==> src/rtl/mul8_seq.sv <==
// Sequential 8x8 multiplier: unsigned shift-add or signed radix-2 Booth,
// one step per cycle through a shared 8-bit adder/subtractor.

module addsub (
  input  logic [7:0] a,
  input  logic [7:0] b,
  input  logic       sub,
  output logic [7:0] sum,
  output logic       cf,
  output logic       ovf
);
  logic [7:0] b_eff;
  logic [8:0] res;

  always_comb begin
    b_eff = sub ? ~b : b;
    res   = {1'b0, a} + {1'b0, b_eff} + {8'b0, sub};
    sum   = res[7:0];
    cf    = res[8];
    ovf   = (a[7] == b_eff[7]) && (res[7] != a[7]);
  end
endmodule

// state  | meaning
// IDLE   | waiting for start, operands latched on accept
// RUN    | one add/shift step per cycle, 8 steps
// DONE   | product registered, done pulses on the following cycle
module mul8_seq (
  input  logic        clk,
  input  logic        rst,
  input  logic        start,
  input  logic        sgn,
  input  logic [7:0]  a,
  input  logic [7:0]  b,
  output logic        busy,
  output logic        done,
  output logic [15:0] product,
  output logic        zf,
  output logic        sf
);
  typedef enum logic [1:0] {S_IDLE, S_RUN, S_DONE} state_t;

  state_t      state_q, state_d;
  logic [7:0]  a_q, q_q, m_q;
  logic        q1_q, mode_q;
  logic [2:0]  cnt_q;
  logic [15:0] product_q;
  logic        zf_q, sf_q, done_q;

  logic       as_sub, as_cf, as_ovf;
  logic [7:0] as_sum;
  logic [7:0] s;
  logic       n;

  addsub u_addsub (
    .a   (a_q),
    .b   (m_q),
    .sub (as_sub),
    .sum (as_sum),
    .cf  (as_cf),
    .ovf (as_ovf)
  );

  always_ff @(posedge clk) begin
    if (rst) state_q <= S_IDLE;
    else     state_q <= state_d;
  end

  always_comb begin
    state_d = state_q;
    case (state_q)
      S_IDLE:  if (start) state_d = S_RUN;
      S_RUN:   if (cnt_q == 3'd7) state_d = S_DONE;
      S_DONE:  state_d = S_IDLE;
      default: state_d = S_IDLE;
    endcase
  end

  always_comb begin
    busy = (state_q == S_RUN);
  end

  // Subtract only for the Booth 10 pair; kept apart from the sum consumer
  // so the adder feedback is not a combinational loop within one block.
  always_comb begin
    as_sub = mode_q && (q_q[0] == 1'b1) && (q1_q == 1'b0);
  end

  always_comb begin
    s = a_q;
    n = 1'b0;
    if (!mode_q) begin
      if (q_q[0]) begin
        s = as_sum;
        n = as_cf;
      end
    end else begin
      case ({q_q[0], q1_q})
        2'b01, 2'b10: begin
          s = as_sum;
          n = as_sum[7] ^ as_ovf;
        end
        default: n = a_q[7];
      endcase
    end
  end

  always_ff @(posedge clk) begin
    if (rst) begin
      a_q       <= '0;
      q_q       <= '0;
      m_q       <= '0;
      q1_q      <= 1'b0;
      mode_q    <= 1'b0;
      cnt_q     <= '0;
      product_q <= '0;
      zf_q      <= 1'b1;
      sf_q      <= 1'b0;
      done_q    <= 1'b0;
    end else begin
      done_q <= (state_q == S_DONE);
      case (state_q)
        S_IDLE: begin
          if (start) begin
            a_q    <= '0;
            q_q    <= b;
            m_q    <= a;
            q1_q   <= 1'b0;
            mode_q <= sgn;
            cnt_q  <= '0;
          end
        end
        S_RUN: begin
          a_q   <= {n, s[7:1]};
          q_q   <= {s[0], q_q[7:1]};
          q1_q  <= q_q[0];
          cnt_q <= cnt_q + 3'd1;
        end
        S_DONE: begin
          product_q <= {a_q, q_q};
          zf_q      <= ({a_q, q_q} == 16'h0000);
          sf_q      <= a_q[7];
        end
        default: ;
      endcase
    end
  end

  assign done    = done_q;
  assign product = product_q;
  assign zf      = zf_q;
  assign sf      = sf_q;
endmodule
==> config.mk <==
export PLATFORM = sky130hd
export DESIGN_NAME = mul8_seq
export DESIGN_NICKNAME = d
export VERILOG_FILES = /design/src/rtl/mul8_seq.sv
export SDC_FILE = /design/constraint.sdc
export NUM_CORES = 1
export LEC_CHECK = 0
export CORE_UTILIZATION = 48
export DETAILED_ROUTE_END_ITERATION = 8
export PLACE_DENSITY = 0.77
export SLEW_MARGIN = 5
export SYNTH_ARGS = -nofsm -noshare
export SYNTH_HDL_FRONTEND = slang
export SYNTH_SLANG_ARGS = --single-unit
==> constraint.sdc <==
create_clock -name clk -period 2.9 [get_ports clk]
set_input_delay 0.435 -clock clk [delete_from_list [all_inputs] [get_ports clk]]
set_output_delay 0.435 -clock clk [all_outputs]
set_load 0.02 [all_outputs]
==> impl_metrics.json, run 1 <==
{
  "area_growth_pct": 30.0,
  "postRouteAntennaNets": 0,
  "multi_input_area_mm2": 0.00138,
  "synth_most_common_cell": "nand2_1",
  "die_y_um": 72.7,
  "numCtsBuffers": 5,
  "layout.nets": 359,
  "clock_tree.buffer_depth": 2,
  "ys_top_cells_by_count": "60 x nand2_1, 49 x dfxtp_1, 28 x nor2_1",
  "skew_ns": 0.00906,
  "start_util": 0.505,
  "synth_top_area_cell": "dfxtp_1",
  "die_w_um": 72.7,
  "synth_area_mm2": 0.00240,
  "reg2reg_to": "a_q[7]",
  "total_power_mw": 1.43,
  "gr-total-overflow": 0,
  "vias_per_cell": 5.35,
  "hold_viol_final": 0,
  "hold_path.class": "reg -> reg",
  "vdd_drop_max_uv": 261,
  "utilization": 0.656,
  "core.rowCount": 25,
  "crit_path_start": "q1_q",
  "end_kind": "flip-flop",
  "drive_above_1_share": 0.149,
  "cts_root_buf": "clkbuf_8",
  "dr.pass1.iters": 4,
  "synth-edff-count": 0,
  "rsz0062_at_grt": "yes",
  "clk_pin_slew_ns": 0.09,
  "antenna_found_initial": 0,
  "worstSetupPathType": "reg -> reg",
  "wl_um": 5600,
  "syn-num-nets": 314,
  "fillCellCount": 425,
  "synth.distinct_cells": 42,
  "hold_buffers": 0,
  "grt_pass1_vias": 1999,
  "relSlewSlack": 0.544,
  "regToRegSetupSlack_ns": -0.004,
  "place_hpwl_um": 3800,
  "finalSetupViolations": 1,
  "worst_slew_pin_slew_ns": 0.684,
  "grt_start_max_net_pins": 43,
  "cap_viol_max_count": 0,
  "period_share": 1.00,
  "p_per_area_mw_per_mm2": 460,
  "route.vias.total": 2120,
  "p_leak_nw": 1.17,
  "syn-mean-instance-area_um2": 8.48,
  "diodes": 0,
  "die_area_mm2": 0.00529,
  "synthTopCellsByArea": "dfxtp_1 41%, nand2_1 9.4%, a21oi_1 5.6%, ha_1 4.7%, nor2_1 4.4%",
  "ys_seq_area_frac": 0.409,
  "critPathMaxFanout": 4,
  "fmax_ghz": 0.344,
  "slew_violations": 0,
  "reg2reg_from": "q1_q",
  "violations": "setup timing",
  "grt_pass1_wl_um": 9080,
  "io_buffer_count": 39,
  "routedWlPerCell_um": 14.1,
  "setup_slack_ns": -0.00371,
  "startpoint_type": "flip-flop",
  "seq_area_um2": 985,
  "period_minus_slack_ns": 2.90,
  "drt_drc_violations_left": 0,
  "htreeDepth": 2,
  "async_flop_share": 0,
  "cts_tree": "yes",
  "gp_congestion": 0.832,
  "synth-seq-cells": 49,
  "r2r_cells": 15,
  "synth-main-ff-cell": "dfxtp_1",
  "preCtsSetupSlack_ns": -0.0457,
  "cp_data_required_time_ns": 3.13,
  "yosysWarnings": 0,
  "clock_latency_ns": 0.31,
  "syn_inst": 283,
  "status": "finished, violations left",
  "dpl_cell_area_mm2": 0.00288,
  "worstPathArrival_ns": 3.14,
  "postLayoutCellArea_mm2": 0.00312,
  "core_region_area_mm2": 0.00475,
  "grt_usage": 0.221,
  "holdWs_ns": 0.455,
  "first_iter_violations": 123,
  "clock_sinks": 49,
  "ioPinCount": 40,
  "yosys.area.top_type_share": 0.409,
  "cp-endpoint": "a_q[7]"
}
## critical path, stage by stage, from the launching register on
cell and delay (ns):
dfxtp_4 0.35, nand3b_1 0.28, buf_6 0.20, xnor2_2 0.12
ha_1 0.35, nand2_2 0.10, nor2_2 0.03, a211o_2 0.34
a21o_1 0.17, a21oi_2 0.15, fa_2 0.22, inv_2 0.05
o21ai_2 0.13, a21oi_2 0.07, o21ai_1 0.12, nor3b_2 0.15
## layout by cell type, fill, tap and decap left out, drive strengths merged, types with 2 or more instances in the layout
cell,synthesis,routed
nand2,60,60
dfxtp,49,49
clkdlybuf4s50,0,39
nor2,28,28
a21oi,28,28
buf,11,19
xnor2,11,11
mux2i,9,9
ha,9,9
o21ai,9,9
a311oi,7,7
a211oi,5,5
clkbuf,9,5
nand2b,4,4
nand3b,4,4
a22oi,4,4
nor4,4,4
o211ai,3,3
xor2,3,3
nor3b,3,3
a21o,2,2
nand4,2,2
a32oi,2,2
inv,2,2
nor3,2,2
fa,2,2
## logic make-up after synthesis
group | synth area share
fa+ha+maj | 0.0636
buf+inv | 0.0459
simple gates | 0.201
xor+xnor | 0.0542
mux | 0.0422
compound gates | 0.184
flops | 0.409
## power breakdown
group / switching, mW / total [mW] / internal, mW
clock: 0.244 / 0.503 / 0.258
sequential: 0.0266 / 0.721 / 0.695
combinational: 0.106 / 0.211 / 0.105
total: 0.376 / 1.43 / 1.06
## worst min-delay path by stage
stage / from / to / slack [ns] / cells after the start
floorplan: cnt_q[0] / cnt_q[0] / 0.44 / 1
global placement: product[3] / product[3] / 0.44 / 2
detailed placement: product[3] / product[3] / 0.45 / 2
CTS: product[1] / product[1] / 0.46 / 2
global route: product[1] / product[1] / 0.48 / 2
finish: product[1] / product[1] / 0.46 / 2
## repair_timing
action | 4_1_cts | 5_1_grt
resized for setup | 5 | 17
pin swaps | 0 | 15
setup buffers | 2 | 3
setup endpoints to repair | 2 | 2
## area by class of cell
| type | instances | area share |
|---|---|---|
| clock inverter | 3 | 0.0148 |
| sequential | 49 | 0.316 |
| inverter | 2 | 0.00241 |
| tap | 67 | 0.0269 |
| clock buffer | 5 | 0.0221 |
| timing repair buffer | 58 | 0.174 |
| multi-input combinational | 212 | 0.444 |
## registers in the layout, indices dropped and copies added, names as in the netlist
register and flops:
state_q 2, zf 1, m_q 8, product 16, done 1, q1_q 1
q_q 8, a_q 8, cnt_q 3, mode_q 1
## metal layers
layer  vias to the layer above  part of all wire  track usage
met5                         -                 0            0
met2                        58              0.49        0.375
met4                         0             0.013       0.0566
met1                       979              0.46        0.285
met3                         9             0.036       0.0470
li1                       1074                 -            -
## stage by stage
step / std cells / TNS (ns)
after global placement: 383 / 0
after floorplan: 283 / 0
final: 396 / -0.00371
after CTS: 393 / 0
after global routing: 396 / -0.288
after detailed placement: 383 / -0.0574
Note: power is estimated with default switching activity, not from simulation.
==> run 2, diff against run 1 <==
- CORE_UTILIZATION: 48 -> 49
- SYNTH_HIERARCHICAL: not set -> 1
==> run 2 against run 1 <==
Net effect:
- the flow now finishes without violations
- die area grew 8.8%
- via count increased by 4.1%
- power fell by 1.4%
- clock-buffer cell count rose by 1
- area after synthesis increased by 11%
- sequential power fell by 1%
- first-iteration DRC count shrank 16%
- cell count grew 2.8%
- maximum frequency grew 11%
- highest routed layer unchanged
==> impl_metrics.json, run 2 <==
{
  "postRouteAntennaNets": 0,
  "ys_seq_area_frac": 0.367,
  "grt_start_max_net_pins": 51,
  "vdd_drop_max_uv": 311,
  "synth_top_area_cell": "dfxtp_1",
  "cp_data_required_time_ns": 3.10,
  "p_leak_nw": 1.21,
  "hold_path.class": "reg -> reg",
  "synth-seq-cells": 49,
  "cap_viol_max_count": 0,
  "busiest_layer": "met2",
  "p_per_area_mw_per_mm2": 445,
  "grt_use_met3": 0.0489,
  "worstHoldStart": "product[1]",
  "die_area_mm2": 0.00575,
  "crit_top_cell": "xnor2_1",
  "period_minus_slack_ns": 2.60,
  "syn_inst": 307,
  "layout_commonest_cell": "dfxtp_1",
  "crit_chain": "nand2_1 -> nor2_4 -> xor2_1 -> ha_1 -> a211oi_2 -> o21bai_1 -> a41oi_1 -> xnor2_1 -> xnor2_1 -> mux2i_1 -> a32o_1",
  "p_clk_frac": 0.358,
  "syn-num-nets": 337,
  "post-cts-setup-buffers": 0,
  "cp_slowest_cell": "dfxtp_1",
  "yosys.area.top_type_share": 0.367,
  "syn-mean-instance-area_um2": 8.70,
  "regToRegSetupSlack_ns": 0.30,
  "synth_top_family_by_area": "simple AND/OR/NAND/NOR gates",
  "rsz0062_at_grt": "no",
  "place_hpwl_um": 3900,
  "ys_top_cells_by_count": "49 x dfxtp_1, 43 x nand2_1, 29 x nor2_1",
  "gr-total-overflow": 0,
  "worstPathArrival_ns": 2.80,
  "utilization": 0.615,
  "clock_tree.buffer_depth": 2,
  "clock_latency_ns": 0.30,
  "clock_sinks": 49,
  "hold_viol_final": 0,
  "routedWlPerCell_um": 13.7,
  "route.vias.total": 2206,
  "skew_ns": 0.00438,
  "end_kind": "flip-flop",
  "combPwrFrac": 0.137,
  "htreeDepth": 2,
  "power_frac_seq": 0.504,
  "synthTopCellsByArea": "dfxtp_1 37%, nand2_1 6.0%, a21oi_1 4.9%, ha_1 4.2%, nor2_1 4.1%",
  "hold_buffers": 0,
  "diodes": 0,
  "yosysWarnings": 6,
  "layout.nets": 366,
  "relSlewSlack": 0.329,
  "period_share": 0.898,
  "dr.pass1.iters": 4,
  "dpl_cell_area_mm2": 0.00305,
  "intPower_mw": 1.07,
  "critPathMaxFanout": 8,
  "area_growth_pct": 19.1,
  "synthSimpleGateAreaFrac": 0.261,
  "cp_slowest_stage_delay_ns": 0.35,
  "cts_tree": "yes",
  "first_iter_violations": 103,
  "start_util": 0.516,
  "status": "completed",
  "synth-edff-count": 0,
  "worstSetupPathType": "reg -> reg",
  "largest_register_ffs": 16,
  "vias_per_cell": 5.42,
  "gp_congestion": 0.869,
  "ioPinCount": 40,
  "synthMuxAreaShare": 0.0426,
  "synthXorXnorAreaFrac": 0.0459,
  "worstHoldEndpoint": "product[1]",
  "synth_area_mm2": 0.00267,
  "synth_compound_area_frac": 0.172,
  "switching_power_uw": 345,
  "drive_above_1_share": 0.125,
  "grt_usage": 0.210,
  "core_region_area_mm2": 0.00517,
  "synth_most_common_cell": "dfxtp_1",
  "cts_root_buf": "clkbuf_8",
  "hold_depth": 2,
  "drt_drc_violations_left": 0,
  "seq_area_um2": 981,
  "final_cell_mix": "49 x dfxtp_1, 43 x nand2_1, 39 x clkdlybuf4s50_1, 28 x nor2_1, 26 x a21oi_1",
  "worst_slew_pin_slew_ns": 1.01,
  "wl_um": 5570,
  "startpoint_type": "flip-flop",
  "grt_pass1_wl_um": 9140,
  "postLayoutCellArea_mm2": 0.00318,
  "die_y_um": 75.8,
  "grt_pass1_vias": 1985,
  "holdWs_ns": 0.456,
  "ctsResizeCount": 1,
  "use_met1": 0.269,
  "fmax_ghz": 0.384,
  "reg2reg_from": "mode_q",
  "swShare": 0.244,
  "setup-tns-final_ns": 0,
  "synth_adder_area_share": 0.0497,
  "fillCellCount": 465,
  "numCtsBuffers": 5,
  "core.rowCount": 26,
  "synth-main-ff-cell": "dfxtp_1",
  "r2r_cells": 11,
  "die_w_um": 75.8,
  "clk_pin_slew_ns": 0.09,
  "antenna_found_initial": 0,
  "async_flop_share": 0,
  "io_buffer_count": 39,
  "finalSetupViolations": 0,
  "slew_violations": 0,
  "multi_input_area_mm2": 0.00154,
  "synth.distinct_cells": 51,
  "reg2reg_to": "a_q[7]",
  "grt_use_met2": 0.345
}
run 2: changes by cell type after synthesis, moves of 6 or more:
cell      delta
or3b_2       +7
nand2_1     -17
a311oi_1     -6
xor2_1       +6
nand4_1      +6
o211ai_2     +7
nor3_1       +8
run 2: worst max path at each step:
stage | endpoint | cells past startpoint | slack, ns | start
floorplan | a_q[7] | 13 | 0.33 | mode_q
global placement | a_q[7] | 11 | -0.05 | mode_q
detailed placement | a_q[7] | 11 | -0.15 | q_q[0]
CTS | a_q[7] | 11 | 0.08 | mode_q
global route | a_q[7] | 11 | 0.08 | q_q[0]
finish | a_q[7] | 11 | 0.30 | mode_q
run 2: layer usage:
layer | share of wire | wire length, um
met1 | 0.48 | 2650
met2 | 0.49 | 2730
met3 | 0.022 | 121
met4 | 0.012 | 66
met5 | 0 | 0
run 2: per-stage QoR:
stage / setup slack (ns) / cells / power (mW)
after floorplan: 0.328 / 307 / 0.871
after global placement: -0.0483 / 399 / 0.918
after detailed placement: -0.155 / 399 / 0.921
after CTS: 0.0807 / 407 / 1.43
after global routing: 0.0803 / 407 / 1.49
final: 0.296 / 407 / 1.41
run 2: logic make-up after synthesis:
family	after synthesis
AND/OR/NAND/NOR	134
multiplexers	11
adder cells (fa/ha/maj)	10
XOR/XNOR	14
flip-flops	49
AO/OA/AOI/OAI	62
buffers and inverters	27
run 2: power groups by stage:
stage / sequential (mW) / combinational (mW) / clock (mW)
after global placement: 0.728 / 0.190 / 0
after detailed placement: 0.729 / 0.192 / 0
after global routing: 0.717 / 0.217 / 0.553
after floorplan: 0.724 / 0.147 / 0
after CTS: 0.713 / 0.194 / 0.519
final: 0.713 / 0.194 / 0.507
run 2: worst max-delay path: cells and delay by family, from the launching register on:
| kind | cells | cell delay [ns] |
|---|---|---|
| AOI/OAI and AO/OA | 4 | 0.88 |
| xor gates and xnor gates | 3 | 0.51 |
| adders and majority gates | 1 | 0.31 |
| DFF | 1 | 0.35 |
| muxes | 1 | 0.09 |
| and+or+nand+nor | 2 | 0.36 |
run 2: cell type report:
cell class | instances | share of cell area
inverter | 3 | 0.00354
clock buffer | 6 | 0.0260
clock inverter | 2 | 0.0118
multi-input combinational | 231 | 0.483
sequential | 49 | 0.308
timing repair buffer | 46 | 0.139
tap | 70 | 0.0275
==> run 3, diff against run 2 <==
- CORE_UTILIZATION: 49 -> 48
- SYNTH_HIERARCHICAL: 1 -> not set
==> results of run 3 <==
Final layout, timing and power as in run 1 (identical DEF).
